[src/rtl/uart_pkg.sv]
// Shared types and constants for the memory-mapped UART transmitter:
// shifter FSM states, register word offsets and STATUS bit positions.
package uart_pkg;

  typedef enum logic [2:0] {
    IDLE,
    START,
    DATA,
    PARITY,
    STOP
  } tx_state_t;

  localparam logic [1:0] TXDATA = 2'd0;
  localparam logic [1:0] STATUS = 2'd1;

  localparam int ST_BUSY     = 0;
  localparam int ST_FULL     = 1;
  localparam int ST_EMPTY    = 2;
  localparam int ST_OVF      = 3;
  localparam int ST_PARITY   = 4;
  localparam int ST_COUNT_LO = 8;

endpackage

[src/rtl/sync_fifo.sv]
// Single-clock circular FIFO with extra-MSB pointers; the head entry is
// visible on dout so a pop and its data land on the same edge.
module sync_fifo #(
  parameter int WIDTH = 8,
  parameter int DEPTH = 8
) (
  input  logic                     clk,
  input  logic                     rst,
  input  logic                     push,
  input  logic                     pop,
  input  logic [WIDTH-1:0]         din,
  output logic [WIDTH-1:0]         dout,
  output logic                     full,
  output logic                     empty,
  output logic [$clog2(DEPTH):0]   count
);
  localparam int AW = $clog2(DEPTH);

  logic [WIDTH-1:0] mem [DEPTH];
  logic [AW:0]      wr_ptr_reg;
  logic [AW:0]      rd_ptr_reg;
  logic             do_push;
  logic             do_pop;

  // A push into a full FIFO is dropped even when a pop frees a slot this cycle.
  assign do_push = push & ~full;
  assign do_pop  = pop & ~empty;

  assign empty = (wr_ptr_reg == rd_ptr_reg);
  assign full  = (wr_ptr_reg[AW] != rd_ptr_reg[AW]) &&
                 (wr_ptr_reg[AW-1:0] == rd_ptr_reg[AW-1:0]);
  assign count = wr_ptr_reg - rd_ptr_reg;
  assign dout  = mem[rd_ptr_reg[AW-1:0]];

  always_ff @(posedge clk) begin
    if (do_push) mem[wr_ptr_reg[AW-1:0]] <= din;
  end

  always_ff @(posedge clk or posedge rst) begin
    if (rst) begin
      wr_ptr_reg <= '0;
      rd_ptr_reg <= '0;
    end else begin
      if (do_push) wr_ptr_reg <= wr_ptr_reg + (AW+1)'(1);
      if (do_pop)  rd_ptr_reg <= rd_ptr_reg + (AW+1)'(1);
    end
  end

endmodule

[src/rtl/uart_tx_mmio.sv]
// Memory-mapped UART transmitter: bus decode, STATUS register and shifter FSM.
// Define UART_TX_PARITY_EN to append an even-parity bit to every frame.
module uart_tx_mmio
  import uart_pkg::*;
#(
  parameter logic [31:0] BASE_ADDR    = 32'h0000_4000,
  parameter int          CLKS_PER_BIT = 868,
  parameter int          FIFO_DEPTH   = 8
) (
  input  logic        clk,
  input  logic        rst,
  input  logic [31:0] addr,
  input  logic [31:0] data_in,
  input  logic [3:0]  wr_strobe,
  input  logic        rd_strobe,
  output logic [31:0] data_out,
  output logic        tx,
  output logic        irq
);
  localparam int             CW        = $clog2(CLKS_PER_BIT);
  localparam int             NW        = $clog2(FIFO_DEPTH) + 1;
  localparam logic [CW-1:0]  BAUD_LOAD = CW'(CLKS_PER_BIT - 1);

  logic            sel;
  logic [1:0]      offset;
  logic            wr_txdata;
  logic            ovf_clr;
  logic            full;
  logic            empty;
  logic [NW-1:0]   count;
  logic [7:0]      fifo_dout;
  logic            pop;
  logic            ovf_reg;
  logic [3:0]      count_sat;
  logic [31:0]     status;
  logic [31:0]     rd_word;

  tx_state_t       state_reg, state_next;
  logic [CW-1:0]   baud_reg, baud_next;
  logic [2:0]      bit_idx_reg, bit_idx_next;
  logic [7:0]      shifter_reg, shifter_next;
  logic            tx_next;

  logic unused_bits;
  assign unused_bits = ^{data_in[31:8], wr_strobe[3:1], addr[1:0]};

  assign sel       = (addr[31:4] == BASE_ADDR[31:4]);
  assign offset    = addr[3:2];
  assign wr_txdata = sel && (offset == TXDATA) && wr_strobe[0];
  assign ovf_clr   = sel && (offset == STATUS) && wr_strobe[0] && data_in[3];

  sync_fifo #(
    .WIDTH (8),
    .DEPTH (FIFO_DEPTH)
  ) u_fifo (
    .clk   (clk),
    .rst   (rst),
    .push  (wr_txdata),
    .pop   (pop),
    .din   (data_in[7:0]),
    .dout  (fifo_dout),
    .full  (full),
    .empty (empty),
    .count (count)
  );

  always_comb begin
    count_sat = 4'hF;
    if (32'(count) < 32'd15) count_sat = 4'(count);
  end

  always_comb begin
    status                      = '0;
    status[ST_BUSY]             = (state_reg != IDLE);
    status[ST_FULL]             = full;
    status[ST_EMPTY]            = empty;
    status[ST_OVF]              = ovf_reg;
    status[ST_COUNT_LO +: 4]    = count_sat;
`ifdef UART_TX_PARITY_EN
    status[ST_PARITY]           = 1'b1;
`endif
  end

  assign rd_word = (offset == STATUS) ? status : 32'h0;

  // Read data is captured from pre-edge state, so a same-cycle write is not visible.
  always_ff @(posedge clk or posedge rst) begin
    if (rst) begin
      data_out <= '0;
      ovf_reg  <= 1'b0;
    end else begin
      if (rd_strobe && sel) data_out <= rd_word;
      if (wr_txdata && full) ovf_reg <= 1'b1;
      else if (ovf_clr)      ovf_reg <= 1'b0;
    end
  end

  always_ff @(posedge clk or posedge rst) begin
    if (rst) begin
      state_reg   <= IDLE;
      baud_reg    <= '0;
      bit_idx_reg <= '0;
      shifter_reg <= '0;
      tx          <= 1'b1;
      irq         <= 1'b1;
    end else begin
      state_reg   <= state_next;
      baud_reg    <= baud_next;
      bit_idx_reg <= bit_idx_next;
      shifter_reg <= shifter_next;
      tx          <= tx_next;
      irq         <= empty && (state_reg == IDLE);
    end
  end

  // The shifter rotates rather than shifts so the full byte is intact for parity.
  always_comb begin
    state_next   = state_reg;
    baud_next    = baud_reg;
    bit_idx_next = bit_idx_reg;
    shifter_next = shifter_reg;
    pop          = 1'b0;
    tx_next      = 1'b1;
    case (state_reg)
      IDLE: begin
        if (!empty) begin
          pop          = 1'b1;
          shifter_next = fifo_dout;
          baud_next    = BAUD_LOAD;
          state_next   = START;
        end
      end
      START: begin
        tx_next = 1'b0;
        if (baud_reg == '0) begin
          baud_next    = BAUD_LOAD;
          bit_idx_next = '0;
          state_next   = DATA;
        end else begin
          baud_next = baud_reg - CW'(1);
        end
      end
      DATA: begin
        tx_next = shifter_reg[0];
        if (baud_reg == '0) begin
          baud_next    = BAUD_LOAD;
          shifter_next = {shifter_reg[0], shifter_reg[7:1]};
          bit_idx_next = bit_idx_reg + 3'd1;
          if (bit_idx_reg == 3'd7) begin
`ifdef UART_TX_PARITY_EN
            state_next = PARITY;
`else
            state_next = STOP;
`endif
          end
        end else begin
          baud_next = baud_reg - CW'(1);
        end
      end
      PARITY: begin
        tx_next = ^shifter_reg;
        if (baud_reg == '0) begin
          baud_next  = BAUD_LOAD;
          state_next = STOP;
        end else begin
          baud_next = baud_reg - CW'(1);
        end
      end
      STOP: begin
        tx_next = 1'b1;
        if (baud_reg == '0) state_next = IDLE;
        else                baud_next  = baud_reg - CW'(1);
      end
      default: state_next = IDLE;
    endcase
  end

endmodule

[config.mk]
export PLATFORM = sky130hd
export DESIGN_NAME = uart_tx_mmio
export DESIGN_NICKNAME = d
export VERILOG_FILES = /design/src/rtl/uart_pkg.sv /design/src/rtl/sync_fifo.sv /design/src/rtl/uart_tx_mmio.sv
export SDC_FILE = /design/constraint.sdc
export NUM_CORES = 1
export LEC_CHECK = 0
export ABC_AREA = 1
export CELL_PAD_IN_SITES_DETAIL_PLACEMENT = 1
export CELL_PAD_IN_SITES_GLOBAL_PLACEMENT = 1
export CORE_ASPECT_RATIO = 0.9
export CORE_MARGIN = 2
export CORE_UTILIZATION = 42
export CTS_BUF_LIST = sky130_fd_sc_hd__clkbuf_16
export DETAILED_ROUTE_END_ITERATION = 7
export GPL_TIMING_DRIVEN = 0
export PLACE_DENSITY = 0.86
export SLEW_MARGIN = 5
export SYNTH_ARGS = -nofsm -noshare
export SYNTH_HDL_FRONTEND = slang
export SYNTH_SLANG_ARGS = --single-unit
export TNS_END_PERCENT = 10
[constraint.sdc]
create_clock -name clk -period 3.4 [get_ports clk]
set_input_delay 1.02 -clock clk [delete_from_list [all_inputs] [get_ports clk]]
set_output_delay 1.02 -clock clk [all_outputs]
set_load 0.1 [all_outputs]
Yosys cells after proc, flatten, opt, wreduce, memory -nomap -nowiden

Memory sizes are Yosys's and may differ from the RTL's.
Index checks and enable logic that the tools add are counted.

Register bits: 67
Memory bits (writable): 64
Input port bits: 71
Output and inout bits: 34
Word-level logic and storage cells: 86
Memories: 1

Memory list:

| memory     | words | bits a word | read ports | clocked after Yosys merged registers in | write ports | line            | source |
|---|---|---|---|---|---|---|---|
| u_fifo.mem | 8     | 8           | 1          | 0                                       | 1           | sync_fifo.sv:19 | `logic [WIDTH-1:0] mem [DEPTH];` |

Add/sub/neg operators: 5
Magnitude comparators: 1
Eq/ne operators: 17
Mux-type cells: 25
Bitwise logic cells: 4
Reductions and logical operators: 23

Operator list:

| kind                  | number |
|---|---|
| $mux 10               | 3 |
| $pmux 10 s3           | 1 |
| $eq 28x11->1 const B  | 1 |
| $mux 3                | 7 |
| $mux 8                | 2 |
| $pmux 8 s2            | 1 |
| $pmux 3 s5            | 1 |
| $ne 2x2->1 const B    | 7 |
| $mux 12               | 1 |
| $logic_not 10->1      | 1 |
| $sub 10x1->10 const B | 1 |
| $logic_and 1x1->1     | 9 |
| $reduce_and 3->1      | 3 |
| $add 4x1->4 const B   | 2 |
| $reduce_xor 8->1      | 1 |
| $eq 3x2->1 const B    | 2 |
| $eq 3x3->1 const B    | 2 |
| $mux 1                | 6 |
| $pmux 3 s2            | 1 |
| $reduce_and 6->1      | 1 |
| $reduce_bool 2->1     | 3 |
| $reduce_bool 3->1     | 2 |
| $eq 4x4->1            | 1 |
| $lt 4x4->1 const B    | 1 |
| 13 further kinds      | 15 |

Depth between registers and ports, before layout

Gate-level depths: netlist (run 1).

Depth in word-level cells: 6
Depth in mapped cells: 12
Gate-level depth less buffers: 12

By module

Synthesis (run 1) repeated with hierarchy kept, for this count alone.

Cell total of the unflattened synthesis: 685
Area total of the unflattened synthesis: 5856.9 µm²

By module, submodules not included:

| module       | times used | cells each | area each (µm²) | sequential area each (µm²) |
|---|---|---|---|---|
| sync_fifo    | 1          | 373        | 3478.3          | 2122.0 |
| uart_tx_mmio | 1          | 312        | 2378.5          | 878.3 |

Worst setup path after synthesis (run 1)

Ideal clock, no wire load.

Path kind: input to register
Start: input port addr[20]
End: memory u_fifo.mem[0][0] (enable)
Setup time: 0.370 ns
Arrival time: 2.139 ns
Required time: 3.030 ns
Slack: 0.891 ns
Cell stages on the path: 9
Path buffers: 0
Path through: inv_1 nand2_1 nor2_1 nand3_1 nor2_1 nand2_1 nor2_1 nand2_1 nor2_1

Longest elaborated chain between the ends: 6

Ends and longest elaborated chain:

| what                           | line               | source |
|---|---|---|
| start, declared                | uart_tx_mmio.sv:12 | `input logic [31:0] addr,` |
| $eq 28x11->1                   | uart_tx_mmio.sv:47 | `assign sel = (addr[31:4] == BASE_ADDR[31:4]);` |
| $logic_and 1x1->1 (2 in a row) | uart_tx_mmio.sv:49 | `assign wr_txdata = sel && (offset == TXDATA) && wr_strobe[0];` |
| $and 1x1->1                    | sync_fifo.sv:26    | `assign do_push = push & ~full;` |
| $mux 1                         | sync_fifo.sv:36    | `if (do_push) mem[wr_ptr_reg[AW-1:0]] <= din;` |
| $mux 1 (not written as such)   | sync_fifo.sv:36    |  |
| end, declared                  | sync_fifo.sv:19    |  |

No other way between the ends.

Worst setup path after layout (run 1)

Start: register u_fifo.rd_ptr_reg[1]
End: memory u_fifo.mem[5][0] (enable)

Longest elaborated chain between the ends: 6

Ends and longest elaborated chain:

| what                         | line            | source |
|---|---|---|
| start, declared              | sync_fifo.sv:21 | `logic [AW:0] rd_ptr_reg;` |
| start signal, assigned       | sync_fifo.sv:45 | `if (do_pop) rd_ptr_reg <= rd_ptr_reg + (AW+1)'(1);` |
| $eq 3x3->1                   | sync_fifo.sv:31 | `(wr_ptr_reg[AW-1:0] == rd_ptr_reg[AW-1:0]);` |
| $logic_and 1x1->1            | sync_fifo.sv:30 | `assign full = (wr_ptr_reg[AW] != rd_ptr_reg[AW]) &&` |
| $not 1->1                    | sync_fifo.sv:26 |  |
| $and 1x1->1                  | sync_fifo.sv:26 |  |
| $mux 1                       | sync_fifo.sv:36 |  |
| $mux 1 (not written as such) | sync_fifo.sv:36 |  |

No other way between the ends.

==> results of run 1 <==
## how the worst min path moves through the flow
stage | slack, ns | to | startpoint
after CTS | 0.49 | data_out[9] | data_out[9]
after global routing | 0.52 | data_out[10] | data_out[10]
after global placement | 0.46 | baud_reg[9] | baud_reg[9]
after detailed placement | 0.47 | data_out[3] | data_out[3]
final | 0.49 | data_out[3] | data_out[3]
after floorplan | 0.44 | baud_reg[9] | baud_reg[9]
## power by group
group | total, µW | switching [µW] | internal (µW)
Sequential | 1450 | 37.1 | 1420
Clock | 1050 | 524 | 524
Combinational | 527 | 346 | 181
## worst register-to-register path, cell delays in order, from the launching register on
cell	delay (ns)
dfrtp_1	0.40
inv_1	0.20
buf_1	0.59
ha_1	0.37
nand3_1	0.11
nor2_1	0.07
nor2_1	0.22
nand2_1	0.16
nor2_1	0.71
## repair_timing
action	in CTS	in global routing
hold endpoints to repair	0	0
gates resized for setup	0	5
endpoints found under the setup margin	0	38
setup buffers	0	0
## cell usage in the layout, fill, tap and decap left out, types with 3 or more instances in the layout
cell type / instances
conb_1: 24
clkbuf_1: 3
dfrtp_1: 41
inv_2: 4
nor2_2: 10
a21oi_1: 4
inv_8: 3
nand2_1: 148
nand2_2: 4
o211ai_1: 5
o21ai_0: 31
buf_4: 24
nand4_1: 6
nand3_1: 56
edfxtp_1: 64
nand2_4: 4
nor2_4: 4
clkbuf_16: 9
o21ai_1: 10
nor2_1: 72
buf_2: 7
clkdlybuf4s50_1: 51
xor2_1: 11
ha_1: 8
xnor2_1: 6
inv_1: 56
## per-stage QoR
step | total power [µW] | utilization (%) | area [µm²] | cells
after floorplan | 1869 | - | 5510 | 618
after global placement | 1977 | 49.26 | 6226 | 833
after detailed placement | 2003 | 49.42 | 6246 | 834
after CTS | 3040 | 51.78 | 6544 | 850
after global routing | 3144 | 51.88 | 6556 | 850
final | 3026 | 51.88 | 6556 | 850
## cell type report
| cell class | instances | area (µm²) | area share [%] |
|---|---|---|---|
| well taps | 164 | 205.2 | 3.130 |
| clock inverters | 7 | 72.57 | 1.107 |
| plain buffers | 37 | 252.7 | 3.855 |
| flip-flops and latches | 107 | 3000 | 45.76 |
| repair buffers | 52 | 530.5 | 8.092 |
| multi-input cells | 412 | 2029 | 30.95 |
| clock buffers | 9 | 225.2 | 3.435 |
| inverters | 62 | 240.2 | 3.664 |
## layer usage
layer,vias up,global-route usage (%)
met3,19,3.791
li1,2058,-
met4,0,7.879
met5,-,0
met2,97,35.97
met1,2067,26.54
## kinds of logic after synthesis
group / after synthesis / share of synthesized area [%]
other: 1 / 0.06914
buffers and inverters: 99 / 9.089
XOR/XNOR: 18 / 3.045
AO/OA/AOI/OAI: 53 / 5.398
adder cells (fa/ha/maj): 9 / 2.215
multiplexers: 1 / 0.1846
AND/OR/NAND/NOR: 307 / 24.68
flip-flops: 107 / 55.32
==> impl_results.rst, run 1 <==
.. list-table::
   :header-rows: 1

   * - Metric
     - Value
   * - Clock Path Buffers
     - 2
   * - RR Startpoint
     - u_fifo.rd_ptr_reg[1]
   * - TritonCTS clock tree
     - done
   * - Number of failing setup endpoints in the final timing report
     - 0
   * - Slew Limit Fails
     - 0
   * - Worst hold margin
     - 0.4862 ns
   * - Final-stage net count
     - 761
   * - Worst IR drop on VDD
     - 0.2747 mV
   * - Pin count of the biggest net entering global routing
     - 31
   * - Crit path required time
     - 3.38 ns
   * - CP delay by family, top
     - simple AND/OR/NAND/NOR gates
   * - Cell with the largest stage delay on the worst path
     - nor2_1
   * - Mean Syn Cell Area
     - 9.116 µm²
   * - Worst min-delay path category
     - reg2reg
   * - Class of the most critical setup path
     - reg2reg
   * - Post-synth top area cell
     - edfxtp_1
   * - Cell at the root of the clock tree
     - clkbuf_16
   * - Highest routed layer
     - met4
   * - Largest register FFs
     - 64
   * - Endpoint of the lowest-slack register-to-register path
     - u_fifo.mem[5][0]
   * - Number of buffers inserted during clock tree synthesis
     - 9
   * - Drt pass-1 iters
     - 4
   * - Cts-stage hold buffer count
     - 0
   * - Setup_tns
     - 0 ns
   * - Number of library cell types mapped by synthesis
     - 36
   * - Yosys top cell area share
     - 35.43%
   * - Fraction of final layout cells sized beyond drive strength 1
     - 12.10%
   * - Count of flip-flops with a built-in enable after synthesis
     - 64
   * - DRT antenna net count
     - 0
   * - Final routed wire length divided by cell count
     - 15.65 µm
   * - Worst r2r path cells
     - 8
   * - Worst path buffer plus inverter count
     - 2
   * - Placeable core region
     - 12,640 µm²
   * - Met3 Wirelength
     - 603 µm
   * - Clk_lat worst skew
     - 0.36 ns
   * - Area enclosed by the die boundary
     - 13,840 µm²
   * - Minimum clock period
     - 3.204 ns
   * - Type of origin of the critical path
     - register
   * - Normalized max-slew margin
     - 35.06%
   * - Number of buffer cells added on primary ports
     - 51
   * - First-pass GRT wire length
     - 22,400 µm
   * - Last weighted congestion value of the routability-driven placer
     - 0.8338
   * - Worst slew pin tran
     - 0.9710 ns
   * - Number of design-rule violations left by the first detailed-router iteration
     - 202
   * - Synth Instances
     - 595
   * - Run status
     - complete, no violations
   * - Hold violation total from the final report
     - 0
   * - Capture point of the critical path
     - u_fifo.mem[5][0]
   * - Pleak
     - 0.002913 µW
   * - Overall via count from detail_route
     - 4,241
   * - Warnings from Yosys
     - 0
   * - Rows
     - 39
   * - Initial antenna violation count
     - 0
   * - Power Density
     - 461.6 nW/µm²
   * - Nature of the critical path endpoint
     - register
   * - Count leader, synth
     - nand2_1
   * - Tot GR Track Use
     - 21.09%
   * - Fraction of the cycle the final worst path needs
     - 94.24%
   * - Sum of net half-perimeters after detailed placement
     - 9739 µm
   * - Setup crit start
     - u_fifo.rd_ptr_reg[1]
   * - Vias per Instance
     - 4.989
   * - Clock sinks
     - 107
   * - Top cells by instance count after synthesis
     - nand2_1 (148), nor2_1 (77), edfxtp_1 (64)
   * - Unrepaired setup endpoints after global routing
     - yes
   * - Setup skew after layout
     - 0.009888 ns
   * - Post-synth top flop
     - edfxtp_1
   * - Depth of the critical timing path with buffers and inverters included
     - 8
   * - Worst Path Max Fanout
     - 11
   * - FILL cells
     - 1,506
   * - Hold path depth
     - 2
   * - Die extent in x
     - 123.8 µm
   * - Ordered cell list for the critical path
     - inv_1 -> buf_1 -> ha_1 -> nand3_1 -> nor2_1 -> nor2_1 -> nand2_1 -> nor2_1
   * - Arrival time worst endpoint
     - 3.19 ns
   * - Layout Area Growth over Synthesis
     - 20.88%
   * - Count of pins on the block boundary
     - 105
   * - Clock Pin Slew Worst Setup and Hold Paths
     - 0.07 ns
   * - Max Cap Violations
     - 0
   * - Initial Util
     - 42.92%
   * - Top cells by area, synth
     - edfxtp_1 (35%), dfrtp_1 (19%), nand2_1 (10%)
   * - Via count of the first global-routing pass
     - 4,546
   * - Level count of the clock H-tree
     - 3
   * - Antenna diode count
     - 0
   * - Remaining DRCs
     - 0
   * - Async SR Flop Fraction
     - 40.19%
   * - Top cell by count, worst path
     - nor2_1
   * - Die Ht
     - 111.8 µm
   * - Longest individual stage delay on the worst path
     - 0.71 ns
   * - Routed length on met1
     - 5676 µm
   * - Slack of the worst reg-to-reg path
     - 0.20 ns
   * - Maximum operating frequency
     - 312.1 MHz
   * - Post-Place Worst Slack
     - -0.2512 ns
   * - Count of state elements after synthesis
     - 107
   * - Final wirelength
     - 13,300 µm
   * - Total congestion overflow
     - 0
   * - Proportion of synthesized chip area in sequential cells
     - 55.32%
   * - Amount of wire on met2 after detailed routing
     - 6753 µm
   * - Setup ws final
     - 0.1959 ns
   * - Post-synthesis cell area
     - 5424 µm²
No activity file was read; power rests on OpenSTA's default activity.
==> run 2: changes to the inputs <==
--- a/config.mk
+++ b/config.mk
@@ -12,6 +12,7 @@
 export CORE_MARGIN = 2
 export CORE_UTILIZATION = 42
 export CTS_BUF_LIST = sky130_fd_sc_hd__clkbuf_16
+export CTS_CLUSTER_SIZE = 40
 export DETAILED_ROUTE_END_ITERATION = 7
 export GPL_TIMING_DRIVEN = 0
 export PLACE_DENSITY = 0.86
==> results of run 2 <==
No change in the layout: final DEF, timing and power equal those of run 1.
==> run 3: changes to the inputs <==
--- a/config.mk
+++ b/config.mk
@@ -10,13 +10,13 @@
 export CELL_PAD_IN_SITES_GLOBAL_PLACEMENT = 1
 export CORE_ASPECT_RATIO = 0.9
 export CORE_MARGIN = 2
-export CORE_UTILIZATION = 42
-export CTS_BUF_LIST = sky130_fd_sc_hd__clkbuf_16
+export CORE_UTILIZATION = 44
+export CTS_BUF_LIST = sky130_fd_sc_hd__clkbuf_8
 export CTS_CLUSTER_SIZE = 40
 export DETAILED_ROUTE_END_ITERATION = 7
 export GPL_TIMING_DRIVEN = 0
-export PLACE_DENSITY = 0.86
-export SLEW_MARGIN = 5
+export PLACE_DENSITY = 0.89
+export SLEW_MARGIN = 20
 export SYNTH_ARGS = -nofsm -noshare
 export SYNTH_HDL_FRONTEND = slang
 export SYNTH_SLANG_ARGS = --single-unit
==> run 3 against run 2 <==
Flip-flop and latch count did not move. Final area fell by 1.8%. Combinational power fell by 1%. Sequential share of layout area rose by 0.85 points. Clock skew rose by 0.0013 ns. Global-route usage rose by 0.22 points.
==> impl_results.rst, run 3 (synthesized netlist as in run 1, its figures left out) <==
.. list-table::
   :header-rows: 1

   * - Metric
     - Value
   * - Run status
     - complete, no violations (unchanged)
   * - Class of the most critical setup path
     - reg2reg (unchanged)
   * - Number of buffers inserted during clock tree synthesis
     - 9 (unchanged)
   * - Via count of the first global-routing pass
     - 4,464 (was 4,546)
   * - Die extent in x
     - 121.0 µm (was 123.8 µm)
   * - Remaining DRCs
     - 0 (unchanged)
   * - Vias per Instance
     - 4.996 (was 4.989)
   * - Cell at the root of the clock tree
     - clkbuf_8 (was clkbuf_16)
   * - Placeable core region
     - 12,030 µm² (was 12,640 µm²)
   * - Fraction of final layout cells sized beyond drive strength 1
     - 11.52% (was 12.10%)
   * - Clock sinks
     - 107 (unchanged)
   * - DRT antenna net count
     - 0 (unchanged)
   * - Final std cells w/o fill
     - 846 (was 850)
   * - Pleak
     - 0.002865 µW (was 0.002913 µW)
   * - Drt pass-1 iters
     - 4 (unchanged)
   * - Sum of net half-perimeters after detailed placement
     - 10,070 µm (was 9739 µm)
   * - Nature of the critical path endpoint
     - register (unchanged)
   * - Cell with the largest stage delay on the worst path
     - nor2_1 (unchanged)
   * - Clock Path Buffers
     - 2 (unchanged)
   * - Die Ht
     - 109.3 µm (was 111.8 µm)
   * - Top cell by count, worst path
     - nor2_1 (unchanged)
   * - Fraction of the cycle the final worst path needs
     - 97.67% (was 94.24%)
   * - Final routed wire length divided by cell count
     - 15.73 µm (was 15.65 µm)
   * - Number of failing setup endpoints in the final timing report
     - 0 (unchanged)
   * - Commonest cells after routing, fill and taps aside
     - nand2_1 (148), nor2_1 (74), edfxtp_1 (64) (was nand2_1 (148), nor2_1 (72), edfxtp_1 (64))
   * - Max Cap Violations
     - 0 (unchanged)
   * - Initial antenna violation count
     - 0 (unchanged)
   * - Minimum clock period
     - 3.321 ns (was 3.204 ns)
   * - Maximum operating frequency
     - 301.1 MHz (was 312.1 MHz)
   * - Crit path required time
     - 3.42 ns (was 3.38 ns)
   * - Initial Util
     - 45.09% (was 42.92%)
   * - Hold violation total from the final report
     - 0 (unchanged)
   * - Layout Area Growth over Synthesis
     - 18.66% (was 20.88%)
   * - Overall via count from detail_route
     - 4,227 (was 4,241)
   * - Area enclosed by the die boundary
     - 13,230 µm² (was 13,840 µm²)
   * - CP delay by family, top
     - simple AND/OR/NAND/NOR gates (unchanged)
   * - FILL cells
     - 1,430 (was 1,506)
   * - TritonCTS clock tree
     - done (unchanged)
   * - Setup skew after layout
     - 0.01121 ns (was 0.009888 ns)
   * - Type of origin of the critical path
     - register (unchanged)
   * - First-pass GRT wire length
     - 21,700 µm (was 22,400 µm)
   * - Cts-stage hold buffer count
     - 0 (unchanged)
   * - Count of pins on the block boundary
     - 105 (unchanged)
   * - Largest register FFs
     - 64 (unchanged)
   * - Pin count of the biggest net entering global routing
     - 24 (was 31)
   * - Rows
     - 38 (was 39)
   * - Unrepaired setup endpoints after global routing
     - yes (unchanged)
   * - Last weighted congestion value of the routability-driven placer
     - 0.8242 (was 0.8338)
   * - Tot GR Track Use
     - 21.31% (was 21.09%)
   * - Slack of the worst reg-to-reg path
     - 0.08 ns (was 0.20 ns)
   * - Number of design-rule violations left by the first detailed-router iteration
     - 164 (was 202)
   * - Level count of the clock H-tree
     - 3 (unchanged)
   * - Worst path buffer plus inverter count
     - 2 (unchanged)
   * - Clk_lat worst skew
     - 0.39 ns (was 0.36 ns)
   * - Ordered cell list for the critical path
     - inv_1 -> buf_1 -> ha_1 -> nand3_1 -> nor2_1 -> nor2_1 -> nand2_1 -> nor2_1 (unchanged)
   * - Final wirelength
     - 13,310 µm (was 13,300 µm)
   * - Total congestion overflow
     - 0 (unchanged)
   * - Utilization of the core after routing
     - 53.51% (was 51.88%)
   * - Worst IR drop on VDD
     - 0.4104 mV (was 0.2747 mV)
   * - Arrival time worst endpoint
     - 3.34 ns (was 3.19 ns)
   * - Final-stage net count
     - 761 (unchanged)
   * - Power Density
     - 422.2 nW/µm² (was 461.6 nW/µm²)
   * - Commonest non-fill, non-tap cell in the layout
     - nand2_1 (unchanged)
   * - Slew Limit Fails
     - 0 (unchanged)
   * - Worst min-delay path category
     - reg2reg (unchanged)
   * - Number of buffer cells added on primary ports
     - 51 (unchanged)
   * - Longest individual stage delay on the worst path
     - 0.80 ns (was 0.71 ns)
   * - Normalized max-slew margin
     - 32.22% (was 35.06%)
   * - Antenna diode count
     - 0 (unchanged)
   * - Worst Path Max Fanout
     - 11 (unchanged)
   * - Worst slew pin tran
     - 1.013 ns (was 0.9710 ns)
   * - Instance count after placement with tap cells included
     - 830 (was 834)
   * - Clock Pin Slew Worst Setup and Hold Paths
     - 0.10 ns (was 0.07 ns)
[run 3: changes by cell type in the layout (fill, tap and decap cells not counted)]
cell and change:
clkinv_8 -1, inv_6 +1, nor2_1 +2, nor2_2 -2, clkinv_1 +1, buf_16 +1
clkbuf_8 +9, buf_12 -1, clkbuf_16 -9, inv_1 +1, clkinv_2 -1, inv_8 -1
[run 3: worst register-to-register path, cell delays in order (launching register included)]
cell and delay, ns:
dfrtp_1 0.43, inv_1 0.20, buf_1 0.54, ha_1 0.37, nand3_1 0.12, nor2_1 0.09, nor2_1 0.22, nand2_1 0.18
nor2_1 0.80
[run 3: routing by layer]
metal / vias to the layer above / GRT usage, % / part of all wire, %
met2: 99 / 38.92 / 53
met1: 2055 / 24.89 / 41
met4: 0 / 7.143 / 1.4
met3: 14 / 4.720 / 4.2
met5: - / 0 / 0
li1: 2059 / - / -
[run 3: path summary, 6_finish.rpt]
path                                      start                to  depth (start not counted)
setup / recovery           u_fifo.rd_ptr_reg[1]  u_fifo.mem[2][0]                          8
hold / removal                      baud_reg[9]       baud_reg[9]                          2
setup reg to reg           u_fifo.rd_ptr_reg[1]  u_fifo.mem[2][0]                          8
hold reg to reg                     baud_reg[9]       baud_reg[9]                          2
max in group asynchronous                   rst                tx                          3
min in group asynchronous                   rst       data_out[0]                          2
[run 3: repair_timing]
action	in CTS	in global routing
resized for setup	0	3
setup buffers	0	0
setup endpoints to repair	0	43
[run 3: report_power, final]
group,switching (µW),internal [µW],total (µW)
Combinational,339,182,521
Sequential,38.0,1420,1450
Clock,463,280,743
Total,840,1880,2720
[run 3: layout make-up]
cell class                 count  area [µm²]  share of cell area (%)
sequential                   107        3000                   46.62
timing repair buffer          52       538.0                   8.359
clock buffer                   9       123.9                   1.925
multi-input combinational    412        2024                   31.45
buffer                        37       252.7                   3.927
tap                          160       200.2                   3.110
clock inverter                 7       56.30                  0.8748
inverter                      62       240.2                   3.732
[run 3: stage by stage]
step	setup TNS (ns)	hold WS, ns	worst slack (ns)	total power [µW]	area [µm²]
final	0	0.4877	0.07931	2717	6436
after global routing	-1.646	0.5312	-0.1071	2841	6436
after CTS	0	0.4971	0.05664	2737	6429
after detailed placement	-12.68	0.4739	-0.2782	2004	6248
after global placement	-2.219	0.4549	-0.08104	1976	6221
after floorplan	0	0.4418	0.8908	1869	5510
